### config.mk
export PLATFORM = sky130hd
export DESIGN_NAME = alu_div_seq
export DESIGN_NICKNAME = d
export VERILOG_FILES = /design/src/rtl/alu_div_seq_pkg.sv /design/src/rtl/alu_div_seq_div_sign_fix.sv /design/src/rtl/alu_div_seq.sv
export SDC_FILE = /design/constraint.sdc
export NUM_CORES = 1
export LEC_CHECK = 0
export ABC_AREA = 1
export CAP_MARGIN = 20
export CELL_PAD_IN_SITES_DETAIL_PLACEMENT = 1
export CELL_PAD_IN_SITES_GLOBAL_PLACEMENT = 1
export CORE_MARGIN = 2
export CORE_UTILIZATION = 32
export DETAILED_ROUTE_END_ITERATION = 12
export PLACE_DENSITY_LB_ADDON = 0.1
export SYNTH_ARGS = -nofsm -noshare
export SYNTH_HDL_FRONTEND = slang
export SYNTH_SLANG_ARGS = --single-unit
export TNS_END_PERCENT = 5
### constraint.sdc
create_clock -name clk_i -period 1.8 [get_ports clk_i]
set_clock_uncertainty 0.05 [all_clocks]
set_input_delay 0.36 -clock clk_i [delete_from_list [all_inputs] [get_ports clk_i]]
set_output_delay 0.36 -clock clk_i [all_outputs]
set_load 0.01 [all_outputs]
### src/rtl/alu_div_seq_pkg.sv
// Shared constants for the RV32M divide sequencer: ALU opcodes, request op codes, FSM states.
package alu_div_seq_pkg;

    localparam int XLEN = 32;

    // ALU opcode map shared with the ALU and the decoder
    localparam logic [3:0] ALU_OP_ADD  = 4'b0000;
    localparam logic [3:0] ALU_OP_SUB  = 4'b0001;
    localparam logic [3:0] ALU_OP_SLL  = 4'b0010;
    localparam logic [3:0] ALU_OP_SLT  = 4'b0011;
    localparam logic [3:0] ALU_OP_SLTU = 4'b0100;
    localparam logic [3:0] ALU_OP_XOR  = 4'b0101;
    localparam logic [3:0] ALU_OP_SRL  = 4'b0110;
    localparam logic [3:0] ALU_OP_SRA  = 4'b0111;
    localparam logic [3:0] ALU_OP_OR   = 4'b1000;
    localparam logic [3:0] ALU_OP_AND  = 4'b1001;

    typedef enum logic [1:0] {
        REQ_DIV  = 2'b00,
        REQ_DIVU = 2'b01,
        REQ_REM  = 2'b10,
        REQ_REMU = 2'b11
    } req_op_e;

    typedef enum logic [2:0] {
        ST_IDLE = 3'd0,
        ST_PREP = 3'd1,
        ST_CMP  = 3'd2,
        ST_SUB  = 3'd3,
        ST_FIX  = 3'd4,
        ST_DONE = 3'd5
    } state_e;

    function automatic logic op_is_signed(input logic [1:0] op);
        return ~op[0];
    endfunction

    function automatic logic op_is_rem(input logic [1:0] op);
        return op[1];
    endfunction

endpackage

### src/rtl/alu_div_seq_div_sign_fix.sv
// Absolute values of dividend/divisor and the result-negation flags for signed divide.
module div_sign_fix
    import alu_div_seq_pkg::*;
(
    input  logic            i_is_signed,
    input  logic [XLEN-1:0] i_a,
    input  logic [XLEN-1:0] i_b,
    output logic [XLEN-1:0] o_abs_a,
    output logic [XLEN-1:0] o_abs_b,
    output logic            o_neg_q,
    output logic            o_neg_r
);

    logic w_a_neg;
    logic w_b_neg;

    assign w_a_neg = i_is_signed & i_a[XLEN-1];
    assign w_b_neg = i_is_signed & i_b[XLEN-1];

    // -0x80000000 wraps to itself, which is the correct unsigned magnitude
    assign o_abs_a = w_a_neg ? (~i_a + 1'b1) : i_a;
    assign o_abs_b = w_b_neg ? (~i_b + 1'b1) : i_b;

    assign o_neg_q = w_a_neg ^ w_b_neg;
    assign o_neg_r = w_a_neg;

endmodule

### src/rtl/alu_div_seq.sv
// Restoring divider for DIV/DIVU/REM/REMU that borrows the execute-stage ALU.
// Optional result reuse for repeated operands: define ALU_DIV_REUSE_EN.
//
// state | meaning
// IDLE  | ready for a request
// PREP  | divide-by-zero / reuse check, take magnitudes, clear loop state
// CMP   | shift remainder, ALU SLTU decides whether to subtract
// SUB   | ALU SUB, commit remainder and quotient bit, advance counter
// FIX   | pick quotient or remainder, negate via ALU if required
// DONE  | hold response until consumer accepts
module alu_div_seq
    import alu_div_seq_pkg::*;
(
    input  logic            clk_i,
    input  logic            rst_i,
    input  logic            req_valid_i,
    output logic            req_ready_o,
    input  logic [1:0]      req_op_i,
    input  logic [XLEN-1:0] req_a_i,
    input  logic [XLEN-1:0] req_b_i,
    output logic            resp_valid_o,
    input  logic            resp_ready_i,
    output logic [XLEN-1:0] resp_data_o,
    output logic            alu_sel_o,
    output logic [XLEN-1:0] alu_a_o,
    output logic [XLEN-1:0] alu_b_o,
    output logic [3:0]      alu_op_o,
    input  logic [XLEN-1:0] alu_res_i,
    output logic            busy_o
);

    state_e          r_state;
    state_e          w_state_nxt;
    logic [1:0]      r_op;
    logic [XLEN-1:0] r_a;
    logic [XLEN-1:0] r_b;
    logic [XLEN-1:0] r_d;
    logic [XLEN-1:0] r_q;
    logic [XLEN-1:0] r_r;
    logic [4:0]      r_cnt;
    logic            r_sub;
    logic [XLEN-1:0] r_resp_data;

    logic [XLEN-1:0] w_abs_a;
    logic [XLEN-1:0] w_abs_b;
    logic            w_neg_q;
    logic            w_neg_r;
    logic [XLEN-1:0] w_rs;
    logic [XLEN-1:0] w_fix_val;
    logic            w_fix_neg;
    logic            w_accept;
    logic            w_div0;
    logic            w_hit;

    div_sign_fix u_sign_fix (
        .i_is_signed (op_is_signed(r_op)),
        .i_a         (r_a),
        .i_b         (r_b),
        .o_abs_a     (w_abs_a),
        .o_abs_b     (w_abs_b),
        .o_neg_q     (w_neg_q),
        .o_neg_r     (w_neg_r)
    );

    assign w_accept  = req_valid_i & req_ready_o;
    assign w_div0    = (r_b == '0);
    assign w_rs      = {r_r[XLEN-2:0], r_q[XLEN-1]};
    assign w_fix_val = op_is_rem(r_op) ? r_r : r_q;
    assign w_fix_neg = op_is_rem(r_op) ? w_neg_r : w_neg_q;

`ifdef ALU_DIV_REUSE_EN
    logic            r_c_valid;
    logic            r_c_signed;
    logic [XLEN-1:0] r_c_a;
    logic [XLEN-1:0] r_c_b;
    logic [XLEN-1:0] r_c_q;
    logic [XLEN-1:0] r_c_r;

    assign w_hit = r_c_valid && (r_c_a == r_a) && (r_c_b == r_b)
                   && (r_c_signed == op_is_signed(r_op));

    // Both halves are stored so a DIV/REM pair on the same operands hits
    always_ff @(posedge clk_i) begin
        if (rst_i) begin
            r_c_valid  <= 1'b0;
            r_c_signed <= 1'b0;
            r_c_a      <= '0;
            r_c_b      <= '0;
            r_c_q      <= '0;
            r_c_r      <= '0;
        end else if ((r_state == ST_PREP && w_div0) || r_state == ST_FIX) begin
            r_c_valid  <= 1'b1;
            r_c_signed <= op_is_signed(r_op);
            r_c_a      <= r_a;
            r_c_b      <= r_b;
            if (r_state == ST_PREP) begin
                r_c_q <= '1;
                r_c_r <= r_a;
            end else begin
                r_c_q <= w_neg_q ? (~r_q + 1'b1) : r_q;
                r_c_r <= w_neg_r ? (~r_r + 1'b1) : r_r;
            end
        end
    end
`else
    assign w_hit = 1'b0;
`endif

    always_ff @(posedge clk_i) begin
        if (rst_i) r_state <= ST_IDLE;
        else       r_state <= w_state_nxt;
    end

    always_comb begin
        w_state_nxt = r_state;
        alu_sel_o   = 1'b0;
        alu_a_o     = '0;
        alu_b_o     = '0;
        alu_op_o    = '0;
        case (r_state)
            ST_IDLE: if (w_accept) w_state_nxt = ST_PREP;
            ST_PREP: w_state_nxt = (w_div0 || w_hit) ? ST_DONE : ST_CMP;
            ST_CMP: begin
                alu_sel_o   = 1'b1;
                alu_a_o     = w_rs;
                alu_b_o     = r_d;
                alu_op_o    = ALU_OP_SLTU;
                w_state_nxt = ST_SUB;
            end
            ST_SUB: begin
                alu_sel_o   = 1'b1;
                alu_a_o     = r_r;
                alu_b_o     = r_d;
                alu_op_o    = ALU_OP_SUB;
                w_state_nxt = (r_cnt == 5'd31) ? ST_FIX : ST_CMP;
            end
            ST_FIX: begin
                alu_sel_o   = 1'b1;
                alu_b_o     = w_fix_val;
                alu_op_o    = ALU_OP_SUB;
                w_state_nxt = ST_DONE;
            end
            ST_DONE: if (resp_ready_i) w_state_nxt = ST_IDLE;
            default: w_state_nxt = ST_IDLE;
        endcase
    end

    always_ff @(posedge clk_i) begin
        if (rst_i) begin
            r_op        <= '0;
            r_a         <= '0;
            r_b         <= '0;
            r_d         <= '0;
            r_q         <= '0;
            r_r         <= '0;
            r_cnt       <= '0;
            r_sub       <= 1'b0;
            r_resp_data <= '0;
        end else begin
            case (r_state)
                ST_IDLE: if (w_accept) begin
                    r_op <= req_op_i;
                    r_a  <= req_a_i;
                    r_b  <= req_b_i;
                end
                ST_PREP: begin
                    if (w_div0)
                        r_resp_data <= op_is_rem(r_op) ? r_a : '1;
`ifdef ALU_DIV_REUSE_EN
                    else if (w_hit)
                        r_resp_data <= op_is_rem(r_op) ? r_c_r : r_c_q;
`endif
                    r_r   <= '0;
                    r_cnt <= '0;
                    r_q   <= w_abs_a;
                    r_d   <= w_abs_b;
                end
                ST_CMP: begin
                    // Carry-out of the shift forces a subtract; the ALU wrap is then exact
                    r_r   <= w_rs;
                    r_q   <= {r_q[XLEN-2:0], 1'b0};
                    r_sub <= r_r[XLEN-1] | ~alu_res_i[0];
                end
                ST_SUB: begin
                    if (r_sub) begin
                        r_r    <= alu_res_i;
                        r_q[0] <= 1'b1;
                    end
                    r_cnt <= r_cnt + 5'd1;
                end
                ST_FIX: r_resp_data <= w_fix_neg ? alu_res_i : w_fix_val;
                default: ;
            endcase
        end
    end

    assign req_ready_o  = (r_state == ST_IDLE) & ~rst_i;
    assign resp_valid_o = (r_state == ST_DONE);
    assign resp_data_o  = r_resp_data;
    assign busy_o       = (r_state != ST_IDLE);

endmodule

==> flow_summary.json, run 1 <==
{
  "yosysTopAreaCellShare_pct": 36.7,
  "yosysMostFrequentCell": "nand2_1",
  "area_growth_pct": 58.3,
  "synth_edf_count": 0,
  "swShare_pct": 42.1,
  "worstSetupPathType": "register to output pin",
  "fp.dieArea_sq_um": 36100,
  "via_count": 13700,
  "worstPathCellList": "buf_6 -> nor3_4 -> buf_6 -> inv_8 -> nand2_8 -> buf_16 -> nand2_2 -> o21ai_1 -> buf_2",
  "clock_latency_ns": 0.55,
  "grt_use_total_pct": 29.9,
  "final_nets": 2267,
  "synth.area.top_cells": "dfxtp_1 37%, o21ai_0 12%, nand2_1 11%, inv_1 5.9%, a21oi_1 5.7%",
  "r2r_slack_ns": -0.37,
  "ys_ff_latch": 203,
  "cap_violations": 0,
  "dp_slack_ns": -0.578,
  "slowest_stage": "dfxtp_4",
  "synthCells": 1710,
  "reg2reg_from": "r_op[1]$_SDFFE_PP0P_",
  "initial_utilization_pct": 32.3,
  "fin_cells": 2633,
  "r2r_cells": 13,
  "n_antenna_cell": 0,
  "rows": 68,
  "wl_per_cell_microns": 21.0,
  "drcViolationCount": 0,
  "antenna_left": 0,
  "finalPower_mw": 24.3,
  "io_pins": 206,
  "fin_ws_ns": -0.530,
  "worst_ir_drop_vdd_v": 0.000720,
  "slowest_delay_ns": 0.37,
  "hpwl_microns": 41700,
  "avgViaCountPerCell": 5.21,
  "cts.sinks": 203,
  "cts.clk_slew.worst_paths_ns": 0.06,
  "first_pass_iters": 5,
  "hold_path_class": "input port to register",
  "wirelength_microns": 55200,
  "status": "finished, violations left",
  "fp.dieH_microns": 190,
  "core-area_sq_um": 34300,
  "grt_pass1_wl_microns": 82600,
  "holdBufCountCts": 0,
  "max_slew_margin_pct": 60.7,
  "p_int_mw": 14.1,
  "ys.flop_type": "dfxtp_1",
  "fillCellCount": 4400,
  "finalSetupViolations": 164,
  "grt_pass1_vias": 13700,
  "worst_slew_pin_slew_ns": 0.583,
  "drive_gt1_share_pct": 27.5,
  "fp.dieW_microns": 190,
  "comb_power_share_pct": 52.4,
  "clockPowerShare_pct": 21.6,
  "gp_congestion": 0.911,
  "htreeDepth": 1,
  "cp-startpoint": "r_state[0]$_SDFFE_PP0P_",
  "rr_endpoint": "resp_data_o[16]$_SDFFE_PP0P_",
  "overflow": 0,
  "antenna_found_initial": 0,
  "cp_common_cell": "buf_6",
  "synth_top_cells_by_count": "312 x nand2_1, 275 x o21ai_0, 203 x dfxtp_1",
  "fin_crit_sh_pct": 129,
  "numCtsBuffers": 24,
  "p_seq_share_pct": 26.0,
  "cts.path.max_buffers": 3,
  "tns_ns": -47.44,
  "synth_cell_types": 40,
  "fmax_ghz": 0.429,
  "crit_path_end": "alu_b_o[4]",
  "port_buffers": 203,
  "avgSynthCellArea_sq_um": 6.47,
  "cp.required_ns": 1.39,
  "rsz0062_at_grt": "yes",
  "drt_iter0_drc": 1004,
  "finalHoldViolCount": 0,
  "ys.warnings.count": 0,
  "ys_seq_area_share_pct": 36.7,
  "fin_crit_ns": 2.33,
  "path_max_fanout": 8,
  "power_density_nw_per_um2": 1390,
  "end_kind": "output pin",
  "p_leak_nw": 7.65,
  "cts_tree": "done",
  "grt_max_degree": 48,
  "cts-root-buf": "clkbuf_16",
  "drv_slew": 0,
  "async_flop_share_pct": 0,
  "start_kind": "register",
  "arrival_ns": 1.92,
  "violations": "negative setup slack",
  "p_switching_mw": 10.2,
  "syn_area_sq_um": 11100,
  "placed_cells": 2553,
  "yosysTopAreaCell": "dfxtp_1"
}
==> flip-flops by register name, summed over array words and instances (netlist names) <==
register and count:
r_a 32, r_b 32, r_d 32, r_q 32, r_r 32, resp_data_o 32, r_cnt 5, r_state 3
r_op 2, r_sub 1
==> layout make-up <==
cell class,instances,area (sq um),share of cell area (%)
Clock buffer,37,731,4.17
Clock inverter,6,105,0.600
Inverter,194,772,4.41
Multi-Input combinational cell,1201,6390,36.5
Sequential cell,203,4080,23.3
Tap cell,455,569,3.25
Timing Repair Buffer,537,4870,27.8
==> power by group through the flow <==
stage | Sequential, mW | Combinational [mW] | Clock (mW)
6_report | 6.31 | 12.7 | 5.25
4_1_cts | 6.25 | 12.1 | 5.31
3_5_place_dp | 6.29 | 10.8 | 0
2_1_floorplan | 6.04 | 5.34 | 0
5_1_grt | 6.39 | 13.7 | 5.51
3_3_place_gp | 6.26 | 10.6 | 0
==> per-layer routing <==
| metal | share of wire [%] | up-vias | wire, microns | global-route usage, % |
|---|---|---|---|---|
| li1 | - | 6603 | - | - |
| met1 | 47 | 6619 | 26100 | 43.5 |
| met2 | 43 | 427 | 23800 | 46.0 |
| met3 | 6.0 | 73 | 3290 | 2.51 |
| met4 | 3.7 | 0 | 2040 | 11.0 |
| met5 | 0 | - | 0 | 0 |
==> critical path: cells and delay by family (launching register included) <==
kind / cells / cell delay, ns
DFF: 1 / 0.37
buffers and inverters: 5 / 0.59
AOI/OAI and AO/OA: 1 / 0.07
and+or+nand+nor: 3 / 0.32
==> cells by family after synthesis <==
kind of cell / Yosys count / share of synthesized area, %
AO/OA/AOI/OAI: 555 / 27.2
XOR/XNOR: 23 / 1.82
adder cells (fa/ha/maj): 4 / 0.452
buffers and inverters: 307 / 11.0
flip-flops: 203 / 36.7
other: 1 / 0.0339
AND/OR/NAND/NOR: 617 / 22.8
==> cell usage in the layout (no fill, tap or decap), drive strengths merged, types with 3 or more instances in the layout <==
master / Yosys / layout
a21oi: 128 / 128
a22o: 14 / 14
a31oi: 40 / 40
buf: 39 / 399
bufinv: 0 / 3
clkbuf: 74 / 38
clkdlybuf4s50: 0 / 101
clkinv: 1 / 5
dfxtp: 203 / 203
dlygate4sd2: 0 / 34
ha: 4 / 4
inv: 193 / 192
nand2: 315 / 315
nand3: 108 / 108
nand4: 10 / 10
nor2: 169 / 169
nor3: 10 / 10
o211a: 5 / 5
o211ai: 4 / 4
o21ai: 319 / 319
o22ai: 38 / 38
xor2: 23 / 23
==> metrics by stage <==
stage / hold WS, ns / util [%] / instance area, sq um
finish: 0.305 / 51.1 / 17500
global route: 0.311 / 51.1 / 17500
CTS: 0.298 / 50.3 / 17200
detailed placement: 0.404 / 45.8 / 15700
global placement: 0.400 / 45.8 / 15700
floorplan: 0.377 / - / 11100
==> worst min-delay path by stage <==
stage                         startpoint                    to  depth (start not counted)
floorplan           r_d[31]$_SDFFE_PP0N_  r_d[31]$_SDFFE_PP0N_                          2
global placement    r_d[31]$_SDFFE_PP0N_  r_d[31]$_SDFFE_PP0N_                          2
detailed placement  r_d[31]$_SDFFE_PP0N_  r_d[31]$_SDFFE_PP0N_                          2
CTS                          req_b_i[12]  r_b[12]$_SDFFE_PP0P_                          3
global route                 req_b_i[12]  r_b[12]$_SDFFE_PP0P_                          3
finish                       req_b_i[12]  r_b[12]$_SDFFE_PP0P_                          3
==> what timing repair did <==
item | CTS | global route
setup endpoints to repair | 275 | 227
buffers inserted | 28 | 3
resized for setup | 518 | 104
cloned | 10 | 1
pin swaps | 27 | 14
Note: power is estimated with default switching activity, not from simulation.
==> run 2: changes to the inputs <==
Clock period 1.8 ns to 2.3 ns, I/O delays scaled along.
==> run 2 against run 1 <==
  * The flow still finishes with violations (negative setup slack)
  * Critical path depth decreased by 5
  * Sequential power decreased by 21%
  * Clock power decreased by 18%
  * Sequential share of layout area increased by 3.0 points
  * Setup slack improved by 0.36 ns
  * Die area unchanged
  * Largest cell class unchanged
==> flow_summary.json, run 2 (synthesis gave the netlist of run 1 again) <==
{
  "worst_ir_drop_vdd_v": 0.000686,
  "regArea_sq_um": 4080,
  "start_kind": "register",
  "p_seq_share_pct": 29.5,
  "multi_input_area_sq_um": 6090,
  "drt_iter0_drc": 919,
  "hold_path_startpoint": "r_d[31]$_SDFFE_PP0N_",
  "end_kind": "output pin",
  "layout_common_cells": "288 x nand2_1, 244 x o21ai_0, 199 x dfxtp_1, 173 x inv_1, 155 x nor2_1",
  "worstSetupPathType": "register to output pin",
  "final_common_cell": "nand2_1",
  "grt_max_degree": 75,
  "via_count": 13000,
  "min_path_cells": 2,
  "cap_violations": 0,
  "rows": 68,
  "fin_ws_ns": -0.169,
  "fin_crit_ns": 2.47,
  "fp.dieArea_sq_um": 36100,
  "avgViaCountPerCell": 5.29,
  "first_pass_iters": 5,
  "cts_tree": "done",
  "core-area_sq_um": 34300,
  "drcViolationCount": 0,
  "hold_path_class": "register to register",
  "finalSetupViolations": 66,
  "grt_use_total_pct": 28.1,
  "grt_pass1_vias": 12800,
  "final_util_pct": 45.2,
  "antenna_found_initial": 1,
  "fp.dieH_microns": 190,
  "fp.dieW_microns": 190,
  "final_nets": 2078,
  "rsz0062_at_grt": "yes",
  "drv_slew": 0,
  "placed_cells": 2373,
  "max_slew_margin_pct": 56.6,
  "final_area_sq_um": 15500,
  "status": "finished, violations left",
  "fin_crit_sh_pct": 107,
  "place_area_sq_um": 14300,
  "worst_slew_pin_slew_ns": 0.644,
  "cts.clk_slew.worst_paths_ns": 0.06,
  "hpwl_microns": 39200,
  "htreeDepth": 1,
  "rr_endpoint": "resp_data_o[5]$_SDFFE_PP0P_",
  "fmax_ghz": 0.405,
  "comb_power_share_pct": 45.2,
  "fillCellCount": 4344,
  "p_int_mw": 9.60,
  "wirelength_microns": 52000,
  "p_leak_nw": 6.42,
  "power_density_nw_per_um2": 1090,
  "cp.required_ns": 1.79,
  "fin_cells": 2446,
  "numCtsBuffers": 25,
  "r2r_cells": 12,
  "initial_utilization_pct": 32.3,
  "wl_per_cell_microns": 21.3,
  "reg2reg_from": "r_state[0]$_SDFFE_PP0P_",
  "path_max_fanout": 23,
  "cts.path.max_buffers": 3,
  "tns_ns": -5.79,
  "gp_congestion": 0.908,
  "swShare_pct": 43.4,
  "clock_latency_ns": 0.55,
  "port_buffers": 203,
  "n_antenna_cell": 0,
  "r2r_slack_ns": 0.12,
  "dp_slack_ns": -0.232,
  "hold_ws_ns": 0.410,
  "antenna_left": 0,
  "finalHoldViolCount": 0,
  "min_to": "r_d[31]$_SDFFE_PP0N_",
  "grt_pass1_wl_microns": 77800,
  "p_switching_mw": 7.36,
  "arrival_ns": 1.96,
  "violations": "negative setup slack",
  "finalPower_mw": 17.0,
  "cts-root-buf": "clkbuf_16",
  "area_growth_pct": 40.1,
  "drive_gt1_share_pct": 17.9,
  "clockPowerShare_pct": 25.3,
  "cts.sinks": 203,
  "overflow": 0,
  "io_pins": 206
}
run 2: worst max-delay path, cell delays in order, from the launching register on:
cell and delay [ns]:
dfxtp_4 0.37, buf_12 0.16, o21ai_0 0.50, a22o_1 0.25
buf_2 0.13
run 2: power by group through the flow:
stage | sequential (mW) | combinational (mW) | clock, mW
global placement | 4.99 | 6.91 | 0
finish | 5.00 | 7.67 | 4.28
detailed placement | 5.01 | 7.04 | 0
floorplan | 4.73 | 4.18 | 0
global route | 5.08 | 8.37 | 4.50
CTS | 4.96 | 7.57 | 4.36
run 2: per-layer routing:
layer / track usage (%) / routed length (microns)
met5: 0 / 13
met4: 10.8 / 2040
met3: 4.15 / 3400
met2: 40.8 / 21400
met1: 41.6 / 25200
run 2: layout make-up:
cell class / count / area share [%]
clock buffer: 30 / 4.48
clock inverter: 16 / 1.28
inverter: 194 / 4.82
multi-input combinational: 1201 / 39.3
sequential: 203 / 26.3
tap: 455 / 3.67
timing repair buffer: 347 / 20.2
run 2: timing repair:
| item | in CTS | in global routing |
|---|---|---|
| hold buffers | 0 | 0 |
| resized for setup | 366 | 53 |
| cloned | 4 | 0 |
| buffers inserted | 24 | 4 |
| pin swaps | 7 | 8 |
| endpoints found under the setup margin | 70 | 125 |
run 2: worst max path at each step:
stage                            start           to  slack, ns  cells after the start
2_1_floorplan  r_state[1]$_SDFFE_PP0P_  alu_a_o[11]       0.37                      6
3_3_place_gp   r_state[0]$_SDFFE_PP0P_   alu_b_o[2]      -0.20                      9
3_5_place_dp   r_state[0]$_SDFFE_PP0P_   alu_b_o[2]      -0.23                      9
4_1_cts        r_state[0]$_SDFFE_PP0P_   alu_b_o[6]      -0.19                     11
5_1_grt        r_state[0]$_SDFFE_PP0P_   alu_b_o[5]      -0.20                      9
6_report          r_op[1]$_SDFFE_PP0P_  alu_b_o[31]      -0.17                      4
